--- config.mk ---
export PLATFORM = sky130hd
export DESIGN_NAME = fpadd_pipe
export DESIGN_NICKNAME = d
export VERILOG_FILES = /design/src/rtl/fp_pkg.sv /design/src/rtl/fpadd_lzc.sv /design/src/rtl/fpadd_pipe.sv
export SDC_FILE = /design/constraint.sdc
export NUM_CORES = 1
export LEC_CHECK = 0
export ABC_AREA = 1
export BUFFER_PORTS_ARGS = -buffer_cell sky130_fd_sc_hd__buf_2
export CAP_MARGIN = 30
export CORE_MARGIN = 2
export CORE_UTILIZATION = 45
export CTS_CLUSTER_SIZE = 24
export DETAILED_ROUTE_END_ITERATION = 12
export GPL_TIMING_DRIVEN = 0
export PLACE_DENSITY_LB_ADDON = 0.05
export SYNTH_ARGS = -nofsm -noshare
export SYNTH_HDL_FRONTEND = slang
export SYNTH_SLANG_ARGS = --single-unit
--- constraint.sdc ---
create_clock -name clk -period 9.2 [get_ports clk]
set_input_delay 0 -clock clk [delete_from_list [all_inputs] [get_ports clk]]
set_output_delay 0 -clock clk [all_outputs]
set_load 0.03 [all_outputs]
--- src/rtl/fp_pkg.sv ---
// Shared constants, field layout and helpers for the pipelined FP adder.
// Module parameters default from here so every user agrees on the format.
package fp_pkg;

    localparam int EXP_W_DEF = 8;
    localparam int MAN_W_DEF = 23;
    localparam int GRS_W     = 3;

    function automatic int bias(input int exp_w);
        return (2 ** (exp_w - 1)) - 1;
    endfunction

    function automatic int exp_max(input int exp_w);
        return (2 ** exp_w) - 1;
    endfunction

    localparam int EXP_MAX = exp_max(EXP_W_DEF);

    typedef struct packed {
        logic                 sign;
        logic [EXP_W_DEF-1:0] exp;
        logic [MAN_W_DEF-1:0] man;
    } fp_t;

endpackage

--- src/rtl/fpadd_lzc.sv ---
// Combinational leading-zero counter; an all-zero input returns W.
// Zero latency, no handshake.
module fpadd_lzc #(
    parameter int W  = 28,
    parameter int CW = $clog2(W + 1)
) (
    input  logic [W-1:0]  vec_i,
    output logic [CW-1:0] cnt_o
);

    // Scanning upward, the highest set bit is the last to write.
    always_comb begin
        cnt_o = CW'(W);
        for (int i = 0; i < W; i++) begin
            if (vec_i[i]) cnt_o = CW'(W - 1 - i);
        end
    end

endmodule

--- src/rtl/fpadd_pipe.sv ---
// Pipelined FP add/sub with round-to-nearest-even, subnormals flushed to zero.
// Latency 4 enabled cycles, throughput 1/cycle.
// Backpressure: one enable stalls every stage when the output is held.
module fpadd_pipe
    import fp_pkg::*;
#(
    parameter int EXP_W = EXP_W_DEF,
    parameter int MAN_W = MAN_W_DEF
) (
    input  logic                   clk,
    input  logic                   reset,
    input  logic                   in_valid,
    output logic                   in_ready,
    input  logic [EXP_W+MAN_W:0]   in_a,
    input  logic [EXP_W+MAN_W:0]   in_b,
    input  logic                   in_sub,
    output logic                   out_valid,
    input  logic                   out_ready,
    output logic [EXP_W+MAN_W:0]   out_data
);

    localparam int W   = 1 + EXP_W + MAN_W;
    localparam int MW  = MAN_W + 1;
    localparam int AW  = MW + 2;
    localparam int FW  = MW + GRS_W;
    localparam int SW  = FW + 1;
    localparam int EW  = EXP_W + 2;
    localparam int LZW = $clog2(SW + 1);
    localparam logic [EW-1:0] EMAX = EW'(exp_max(EXP_W));

    typedef struct packed {
        logic             sx;
        logic             eff_sub;
        logic [EXP_W-1:0] ex;
        logic [MW-1:0]    mx;
        logic [MW-1:0]    my;
        logic [EXP_W-1:0] ediff;
    } s1_t;

    typedef struct packed {
        logic             sx;
        logic             eff_sub;
        logic [EXP_W-1:0] ex;
        logic [FW-1:0]    ax;
        logic [FW-1:0]    ay;
    } s2_t;

    typedef struct packed {
        logic             sx;
        logic             eff_sub;
        logic [EXP_W-1:0] ex;
        logic [SW-1:0]    sum;
    } s3_t;

    logic en;
    logic v1_q, v2_q, v3_q, out_valid_q;
    s1_t  s1_d, s1_q;
    s2_t  s2_d, s2_q;
    s3_t  s3_d, s3_q;
    logic [W-1:0] res_d, out_data_q;

    assign en        = !out_valid_q || out_ready;
    assign in_ready  = en;
    assign out_valid = out_valid_q;
    assign out_data  = out_data_q;

    // S1: unpack, flush subnormals, order operands by magnitude
    logic             sb, za, zb, swap;
    logic [W-2:0]     mag_a, mag_b;
    logic [EXP_W-1:0] ea, eb;
    logic [MW-1:0]    ma, mb;

    always_comb begin
        sb    = in_b[W-1] ^ in_sub;
        ea    = in_a[W-2 -: EXP_W];
        eb    = in_b[W-2 -: EXP_W];
        za    = (ea == '0);
        zb    = (eb == '0);
        ma    = za ? '0 : {1'b1, in_a[MAN_W-1:0]};
        mb    = zb ? '0 : {1'b1, in_b[MAN_W-1:0]};
        mag_a = za ? '0 : in_a[W-2:0];
        mag_b = zb ? '0 : in_b[W-2:0];
        swap  = (mag_b > mag_a);

        s1_d         = '0;
        s1_d.eff_sub = in_a[W-1] ^ sb;
        s1_d.sx      = swap ? sb : in_a[W-1];
        s1_d.ex      = swap ? eb : ea;
        s1_d.mx      = swap ? mb : ma;
        s1_d.my      = swap ? ma : mb;
        s1_d.ediff   = swap ? (eb - ea) : (ea - eb);
    end

    // S2: align the smaller operand; everything shifted past R folds into sticky
    logic [2*AW-1:0] sh_wide;
    int              sh;

    always_comb begin
        sh         = (int'(s1_q.ediff) >= AW) ? AW : int'(s1_q.ediff);
        sh_wide    = {s1_q.my, 2'b00, {AW{1'b0}}} >> sh;
        s2_d       = '0;
        s2_d.sx      = s1_q.sx;
        s2_d.eff_sub = s1_q.eff_sub;
        s2_d.ex      = s1_q.ex;
        s2_d.ax      = {s1_q.mx, {GRS_W{1'b0}}};
        s2_d.ay      = {sh_wide[2*AW-1:AW], |sh_wide[AW-1:0]};
    end

    // S3: magnitude add/sub; X >= Y so the difference never goes negative
    always_comb begin
        s3_d         = '0;
        s3_d.sx      = s2_q.sx;
        s3_d.eff_sub = s2_q.eff_sub;
        s3_d.ex      = s2_q.ex;
        s3_d.sum     = s2_q.eff_sub ? ({1'b0, s2_q.ax} - {1'b0, s2_q.ay})
                                    : ({1'b0, s2_q.ax} + {1'b0, s2_q.ay});
    end

    // S4: normalise, round, classify
    logic [LZW-1:0]   lz, shl;
    logic [SW-1:0]    sh_sum;
    logic [FW-1:0]    norm;
    logic [EW-1:0]    e_n, e_f;
    logic [MW:0]      mr;
    logic [MAN_W-1:0] man_f;
    logic             rnd_up;

    fpadd_lzc #(.W(SW), .CW(LZW)) u_lzc (
        .vec_i (s3_q.sum),
        .cnt_o (lz)
    );

    always_comb begin
        shl    = lz - LZW'(1);
        sh_sum = s3_q.sum << shl;
        if (s3_q.sum[SW-1]) begin
            norm = {s3_q.sum[SW-1:2], s3_q.sum[1] | s3_q.sum[0]};
            e_n  = {2'b00, s3_q.ex} + EW'(1);
        end else begin
            norm = sh_sum[FW-1:0];
            e_n  = {2'b00, s3_q.ex} - EW'(shl);
        end
        rnd_up = norm[2] & (norm[1] | norm[0] | norm[3]);
        mr     = {1'b0, norm[FW-1:GRS_W]} + (MW+1)'(rnd_up);
        man_f  = mr[MW] ? mr[MAN_W:1] : mr[MAN_W-1:0];
        e_f    = e_n + EW'(mr[MW]);

        // A zero sum can only keep a negative sign when both inputs were -0
        if (s3_q.sum == '0)
            res_d = {s3_q.sx & !s3_q.eff_sub, {(W-1){1'b0}}};
        else if (!e_f[EW-1] && (e_f >= EMAX))
            res_d = {s3_q.sx, {EXP_W{1'b1}}, {MAN_W{1'b0}}};
        else if (e_f[EW-1] || (e_f == '0))
            res_d = {s3_q.sx, {(W-1){1'b0}}};
        else
            res_d = {s3_q.sx, e_f[EXP_W-1:0], man_f};
    end

    always_ff @(posedge clk or posedge reset) begin
        if (reset) begin
            v1_q        <= 1'b0;
            v2_q        <= 1'b0;
            v3_q        <= 1'b0;
            out_valid_q <= 1'b0;
            s1_q        <= '0;
            s2_q        <= '0;
            s3_q        <= '0;
            out_data_q  <= '0;
        end else if (en) begin
            v1_q        <= in_valid;
            v2_q        <= v1_q;
            v3_q        <= v2_q;
            out_valid_q <= v3_q;
            s1_q        <= s1_d;
            s2_q        <= s2_d;
            s3_q        <= s3_d;
            out_data_q  <= res_d;
        end
    end

endmodule
# --- Word level (Yosys, flattened, before mapping) ---
# Cells that the tools add are included.
op_classes:
  add_sub_neg: 9
  n_lt_le_gt_ge: 3
  n_shift: 2
  n_mux: 45
  n_bitwise: 7
  n_reduce_logical: 11
op_table:
  columns: ["operator", "count"]
  rows:
  - ["two-way mux 31 bit", 4]
  - ["two-way mux 24 bit", 4]
  - ["two-way mux 5 bit", 16]
  - [">> shifter 52 x 8 -> 52 bit", 1]
  - ["two-way mux 32 bit", 1]
  - ["two-way mux 4 bit", 8]
  - ["greater-than comparator 31 bit", 1]
  - ["adder 27 x 27 -> 28 bit", 1]
  - ["zero test 28 bit", 1]
  - ["two-way mux 28 bit", 1]
  - ["<< shifter 28 x 5 -> 27 bit", 1]
  - ["subtractor 27 x 27 -> 28 bit", 1]
  - ["two-way mux 27 bit", 1]
  - ["OR reduction 26 bit", 1]
  - ["adder 24 x 1 -> 25 bit", 1]
  - ["two-way mux 8 bit", 3]
  - ["two-way mux 23 bit", 1]
  - ["zero test 8 bit", 2]
  - ["subtractor 8 bit", 2]
  - ["two-way mux 3 bit", 4]
  - ["adder 10 x 1 -> 10 bit", 1]
  - [">= comparator 10 x 8 -> 1 bit (second input constant)", 1]
  - ["zero test 10 bit", 1]
  - ["two-way mux 10 bit", 1]
  - ["other kinds (11)", 18]
totals:
  regBits: 201
  input_bits: 69
  output_inout_bits: 34
  elab_cells: 97

# --- Longest topological paths before layout ---
# Gate-level depths: netlist (run 1).
depth:
  ltp_word: 41
  depth_mapped: 60
  mapped_depth_nobuf: 57

# --- Modules after synthesis ---
# Synthesis (run 1) repeated with hierarchy kept, for this count alone.
hier_totals:
  hier_cells: 2647
  area_unflattened_um2: 17232.8
modules_own_cells:
  columns: ["mod", "instances", "cells_each", "area_each_um2", "seq_area_each_um2"]
  rows:
  - ["fpadd_pipe", 1, 2563, 16833.6, 5029.8]
  - ["fpadd_lzc", 1, 84, 399.1, 0.0]

# --- Worst setup path before layout (run 1) ---
# No wires, ideal clock.
synth_path:
  path_type: "flip-flop to flip-flop"
  from: "register s3_q[1] (netlist bit)"
  to: "register out_data_q[0] (netlist: out_data[0])"
  setup_ps: 117
  arrival_time_ps: 6582
  required_ps: 9083
  setup_slack_ps: 2500
  path_stages_with_launch: 60
  path_buffers: 4
  synth_period_minus_slack_ps: 6700
  cell_sequence: "dfrtp_1 inv_2 nand2_1 nand2_1 nand2_1 nand2_1 nand2_1 nand2_1 nand2_1 nand2_1 nand2_1 nand2_1 nand2_1 nand2_1 nand2_1 nand2_1 nand2_1 nand2_1 [... 24 more ...] nor2_1 nand3_1 nor4_1 ha_1 ha_1 nand3_1 nor3_1 nand3_1 xor2_1 nor2_1 nand4_1 nand2_1 inv_1 nand3_1 clkinv_1 buf_2 nand3_1 nand2_1"
synth_between:
  elab_chain_cells: 40
  elab_cells_between_ends: 48
  cone_classes: "add/sub: 4; order compare: 1; shift: 1; mux: 33; bitwise: 4; reduce/logical: 5"
synth_rtl:
  columns: ["item", "line", "source"]
  rows:
  - ["start, declared", "fpadd_pipe.sv:59", "s3_t s3_d, s3_q;"]
  - ["start signal, assigned", "fpadd_pipe.sv:167", "s3_q <= '0;"]
  - ["start signal, assigned", "fpadd_pipe.sv:176", "s3_q <= s3_d;"]
  - ["parallel branches: the longest is 39 deep, another holds two-way mux 5 bit", null, null]
  - ["two-way mux 32 bit *", "fpadd_pipe.sv:149", "if (s3_q.sum == '0)"]
  - ["end signal, assigned", "fpadd_pipe.sv:177", "out_data_q <= res_d;"]
  - ["end, declared", "fpadd_pipe.sv:60", "logic [W-1:0] res_d, out_data_q;"]
# Mark *: on every way between the ends.
# A chain may end at the register's enable or synchronous reset.

# --- Final worst setup path (run 1) ---
layout_path:
  from: "register s3_q[3] (netlist bit)"
  to: "register out_data_q[1] (netlist: out_data[1])"
layout_between:
  elab_chain_cells: 38
  elab_cells_between_ends: 45
  cone_classes: "add/sub: 4; order compare: 1; shift: 1; mux: 31; bitwise: 3; reduce/logical: 5"
layout_rtl:
  columns: ["item", "line"]
  rows:
  - ["parallel branches: the longest is 37 deep, another holds two-way mux 5 bit", null]
  - ["two-way mux 32 bit *", "fpadd_pipe.sv:149"]
# Marked as above.

==> impl_metrics.csv, run 1 <==
group,metric,value,unit
timing,setup_viol,0,
yosys,syn_area_per_cell,6.83,µm²
final_layout,drive_gt1_frac,0.0871,
worst_setup_path,endpoint_kind,"flip-flop",
yosys,yosysSeqAreaShare,0.311,
global_route,grt-ovfl-total,0,
place,gp_congestion,0.977,
clock_network,htree_levels,1,
final_layout,diodes,0,
global_route,grt_max_degree,113,
global_route,antenna_found_initial,0,
global_route,met2_usage,0.501,
floorplanning,fp.dieH,193,µm
timing,tightest_slew,1040,ps
floorplanning,dieWidth,193,µm
yosys,synth_xor_area_frac,0.0347,
min_path,hold_class,"input pin to flip-flop",
route,postRouteAntennaNets,0,
global_route,busiest_layer,"met2",
timing,fmax,0.121,GHz
global_route,grt_pass1_vias,16234,
floorplanning,core_area,35500,µm²
place,dpl.cell_count,2931,
yosys,async_reset_ff_frac,1.00,
yosys,synth-simple-area-share,0.307,
final_layout,layout_commonest_cell,"nand2_1",
final_layout,stdcell_area,18900,µm²
timing,timing.hold.ws,12.3,ps
yosys,synth-warning-count,0,
place,dp_hpwl,45700,µm
route,via_per_inst,5.47,
worst_setup_path,critical_path_required,9610,ps
route,route.detailed.drc,0,
route,drtIter0Drc,1187,
timing,rsz0062_at_grt,"false",
clock_network,insertion_delay,530,ps
worst_setup_path,cp_slowest_stage_delay,400,ps
clock_network,clockBufferDepth,3,
yosys,synth_flop_cell,"dfrtp_1",
timing,hold_violations,0,
place,io_buffers,102,
yosys,synth_compound_area_frac,0.162,
yosys,synth_seq_cells,201,
timing,fin_crit_sh,0.900,
yosys,yosys.cell_types.count,55,
route,routedWlPerCell,18.6,µm
yosys,synth_top_family_by_area,"simple AND/OR/NAND/NOR gates",
worst_setup_path,path_class,"flip-flop to flip-flop",
floorplanning,dieArea,37400,µm²
route,drt_wl_total,56800,µm
worst_setup_path,critical_path.max_fanout,10,
global_route,grt.met3_usage,0.0349,
clock_network,cts_tree,"built",
floorplanning,initial_core_util,0.455,
clock_network,cts.sinks,201,
final_layout,synthToLayoutAreaGrowth,17.2,%
floorplanning,rows,69,
clock_network,cts-root-buf,"clkbuf_16",
final_layout,final_cell_mix,"649 x nand2_1, 246 x nand3_1, 239 x inv_1, 222 x o21ai_0, 201 x dfrtp_1",
clock_network,cts-buffers-inserted,23,
worst_setup_path,cpMostUsedCell,"nand2_1",
yosys,netlist_area,16200,µm²
worst_setup_path,cp-start-kind,"flip-flop",
final_layout,nets,2755,
worst_setup_path,slowest_stage,"dfrtp_1",
timing,slew_headroom,0.303,
timing,skew,19.9,ps
run,maxCapViolations,0,
clock_network,postCtsSetupBuffers,0,
floorplanning,io_pins,103,
route,vias,16717,
outcome,status,"complete, no violations",
global_route,grt_usage,0.300,
timing,finalMaxSlewViolations,0,
yosys,synth_fa_ha_area_frac,0.0855,
clock_network,cts.clk_slew.worst_paths,60,ps
timing,finalSetupTns,0,ps
final_layout,fillCellCount,3625,
yosys,synthMuxAreaShare,0.00744,
yosys,synth_edf_count,0,
worst_setup_path,critPathArrivalTime,8690,ps
global_route,grt_pass1_wl,89900,µm
timing,period_needed,8280,ps
route,firstDrtPassIters,6,
global_route,grt_util_met1,0.418,
place,dpl_cell_area,17300,µm²
yosys,synth_cells,2366,
final_layout,layout.cells.non_filler,3055,
yosys,syn_nets,2543,
[stage by stage]
step	setup slack (ps)	utilization
3_3_place_gp	383	0.486
4_1_cts	381	0.533
3_5_place_dp	415	0.487
5_1_grt	25.5	0.533
6_report	918	0.533
2_1_floorplan	2500	-
[layer usage]
metal / vias to the layer above / share of wire
li1: 8275 / -
met1: 7907 / 0.47
met2: 465 / 0.46
met3: 70 / 0.048
met4: 0 / 0.021
met5: - / 0
[cells in the mapped netlist (all sizes together) (5+ instances only)]
master	n	area (µm²)
xnor2	18	176
a21oi	131	659
nand2	663	2560
dfrtp	201	5030
ha	104	1300
mux2i	12	120
o221ai	18	158
clkbuf	96	360
buf	24	159
nor2	156	643
o22ai	23	144
o21bai	7	52.6
xor2	43	384
nand3	261	1380
inv	249	935
nand4	32	215
clkinv	5	18.8
nor4	6	37.5
a31oi	30	188
nor3	12	60.1
o21ai	232	1170
[repair_timing]
| item | 4_1_cts | 5_1_grt |
|---|---|---|
| hold buffers | 84 | 0 |
| endpoints found under the setup margin | 0 | 23 |
| gates resized for setup | 0 | 12 |
| hold endpoints to repair | 166 | 0 |
[sequential cells by signal (all words and copies together), names as in the netlist]
| name | count |
|---|---|
| s2_q | 61 |
| out_data | 32 |
| out_valid | 1 |
| v1_q | 1 |
| v3_q | 1 |
| v2_q | 1 |
| s1_q | 66 |
| s3_q | 38 |
[cells by family after synthesis]
family                     Yosys count
DFF                                201
muxes                               12
buffers and inverters              374
and+or+nand+nor                   1138
adders and majority gates          108
AOI/OAI and AO/OA                  472
xor gates and xnor gates            61
[worst max-delay path: cells and delay by family, from the launching register on]
family | cells | cell delay (ps)
flip-flops | 1 | 400
XOR/XNOR | 2 | 480
adder cells (fa/ha/maj) | 4 | 890
buffers and inverters | 9 | 1960
AO/OA/AOI/OAI | 1 | 200
AND/OR/NAND/NOR | 41 | 4250
[worst paths after layout]
kind / cells after the start / end / slack [ps] / startpoint
max: 57 / out_data[1] / 920 / s3_q[3]
min: 5 / s1_q[58] / 10 / in_a[25]
max reg2reg: 57 / out_data[1] / 920 / s3_q[3]
min reg2reg: 2 / s3_q[37] / 470 / s2_q[63]
max in group asynchronous: 4 / out_data[8] / 8110 / reset
min in group asynchronous: 3 / s1_q[41] / 150 / reset
[cell type report]
class	instances	area, µm²	share of cell area
clock buffer	30	642	0.0339
sequential	201	5030	0.266
inverter	254	965	0.0510
tap	461	577	0.0305
multi-input combinational	1791	9670	0.511
timing repair buffer	188	1390	0.0734
buffer	119	520	0.0275
clock inverter	11	139	0.00734
Power of run 1 is not shown: default switching activity piles up to over one toggle a cycle in this logic, so the estimate is an artifact.
==> inputs of run 2 (changes only) <==
--- a/config.mk
+++ b/config.mk
@@ -14,6 +14,7 @@
 export DETAILED_ROUTE_END_ITERATION = 12
 export GPL_TIMING_DRIVEN = 0
 export PLACE_DENSITY_LB_ADDON = 0.05
+export RECOVER_POWER = 25
 export SYNTH_ARGS = -nofsm -noshare
 export SYNTH_HDL_FRONTEND = slang
 export SYNTH_SLANG_ARGS = --single-unit
==> run 2 against run 1 <==
  * The run now ends with capacitance limit, slew limit left
  * Maximum frequency about the same
  * Count of clock-buffer cells in the layout unchanged
  * Worst hold slack is essentially flat
  * Critical path type unchanged
==> impl_metrics.csv, run 2 (same netlist as run 1, synthesis figures left out) <==
group,metric,value,unit
outcome,status,"complete, but fails checks",
outcome,violations,"capacitance limit, slew limit",
worst_setup_path,slowest_stage,"dfrtp_1",
global_route,grt_pass1_wl,89900,µm
worst_setup_path,critPathArrivalTime,8690,ps
final_layout,final_cell_mix,"649 x nand2_1, 246 x nand3_1, 239 x inv_1, 222 x o21ai_0, 201 x dfrtp_1",
timing,slew_headroom,-2.37,
timing,finalMaxSlewViolations,113,
place,gp_congestion,0.977,
final_layout,largest_register_ffs,66,
final_layout,drive_gt1_frac,0.0871,
final_layout,nets,2755,
timing,setup_viol,0,
floorplanning,core_area,35500,µm²
place,dpl.cell_count,2931,
timing,hold_violations,0,
worst_setup_path,cp-start-kind,"flip-flop",
route,routedWlPerCell,18.6,µm
clock_network,cts.sinks,201,
worst_setup_path,path_class,"flip-flop to flip-flop",
route,firstDrtPassIters,8,
floorplanning,initial_core_util,0.455,
route,vias,16742,
clock_network,cts-root-buf,"clkbuf_16",
final_layout,layout.cells.non_filler,3055,
route,drt_wl_total,56800,µm
min_path,hold_class,"input pin to flip-flop",
timing,setup_ws,916,ps
global_route,grt_usage,0.300,
timing,tightest_slew,5020,ps
timing,finalSetupTns,0,ps
place,dp_slack,415,ps
timing,fmax,0.121,GHz
timing,skew,19.9,ps
final_layout,top_register,"s1_q",
timing,rsz0062_at_grt,"false",
global_route,antenna_found_initial,0,
route,route.detailed.drc,0,
clock_network,cts.clk_slew.worst_paths,60,ps
route,via_per_inst,5.48,
global_route,grt_pass1_vias,16234,
worst_setup_path,cpMostUsedCell,"nand2_1",
floorplanning,io_pins,103,
clock_network,insertion_delay,530,ps
worst_setup_path,critical_path_required,9610,ps
clock_network,cts_tree,"built",
final_layout,final_util,0.533,
global_route,grt_max_degree,113,
route,postRouteAntennaNets,0,
floorplanning,dieArea,37400,µm²
clock_network,htree_levels,1,
final_layout,fillCellCount,3627,
floorplanning,dieWidth,193,µm
place,dp_hpwl,45700,µm
clock_network,clockBufferDepth,3,
timing,period_needed,8280,ps
floorplanning,fp.dieH,193,µm
final_layout,diodes,0,
floorplanning,rows,69,
place,io_buffers,102,
run,maxCapViolations,1,
final_layout,layout_commonest_cell,"nand2_1",
worst_setup_path,cp_slowest_stage_delay,400,ps
worst_setup_path,endpoint_kind,"flip-flop",
clock_network,cts-buffers-inserted,23,
final_layout,synthToLayoutAreaGrowth,17.2,%
route,drtIter0Drc,1177,
timing,fin_crit_sh,0.900,
global_route,grt-ovfl-total,0,
clock_network,postCtsSetupBuffers,0,
worst_setup_path,critical_path.max_fanout,10,
final_layout,reg_top3,"s1_q x66, s2_q x61, s3_q x38",
run 2: changes by cell type in the layout (fill, tap and decap cells not counted), sizes merged:
| cell | delta |
|---|---|
| clkinvlp | +1 |
| inv | -1 |
run 2: area by class of cell:
| cell class | count | area [µm²] | share of cell area |
|---|---|---|---|
| clock inverter | 11 | 139 | 0.00734 |
| timing repair buffer | 188 | 1390 | 0.0735 |
| buffer | 119 | 520 | 0.0275 |
| inverter | 254 | 958 | 0.0506 |
| tap | 461 | 577 | 0.0305 |
| sequential | 201 | 5030 | 0.266 |
| clock buffer | 30 | 642 | 0.0339 |
| multi-input combinational | 1791 | 9670 | 0.511 |
run 2: metal layers:
metal / wire length (µm) / up-vias / GRT usage
li1: - / 8276 / -
met1: 26600 / 7920 / 0.418
met2: 26200 / 474 / 0.501
met3: 2750 / 72 / 0.0349
met4: 1230 / 0 / 0.0701
met5: 0 / - / 0
run 2: worst paths after layout:
check                          from     endpoint  slack [ps]  depth (start not counted)
max reg2reg                 s3_q[3]  out_data[1]         920                         57
max                         s3_q[3]  out_data[1]         920                         57
min reg2reg                s2_q[63]     s3_q[37]         470                          2
min in group asynchronous     reset     s1_q[41]        1550                          3
max in group asynchronous     reset     s3_q[14]        5390                          3
min                        in_a[25]     s1_q[58]          10                          5
run 2: worst max-delay path: cells and delay by family, from the launching register on:
| kind | cells | cell delay [ps] |
|---|---|---|
| adder cells (fa/ha/maj) | 4 | 890 |
| XOR/XNOR | 2 | 480 |
| AND/OR/NAND/NOR | 41 | 4230 |
| AO/OA/AOI/OAI | 1 | 200 |
| buffers and inverters | 9 | 1970 |
| flip-flops | 1 | 400 |
run 2: metrics by stage:
step           instance area [µm²]  hold slack [ps]
2_1_floorplan                16200              121
3_3_place_gp                 17200              247
3_5_place_dp                 17300              207
4_1_cts                      18900             1.05
5_1_grt                      18900             34.4
6_report                     18900             12.6
run 2: what timing repair did:
action | 4_1_cts | 5_1_grt
gates resized for setup | 0 | 12
endpoints found under the setup margin | 0 | 23
hold buffers | 84 | 0
endpoints found under the hold margin | 166 | 0
Power of run 2 is left out for the same reason.
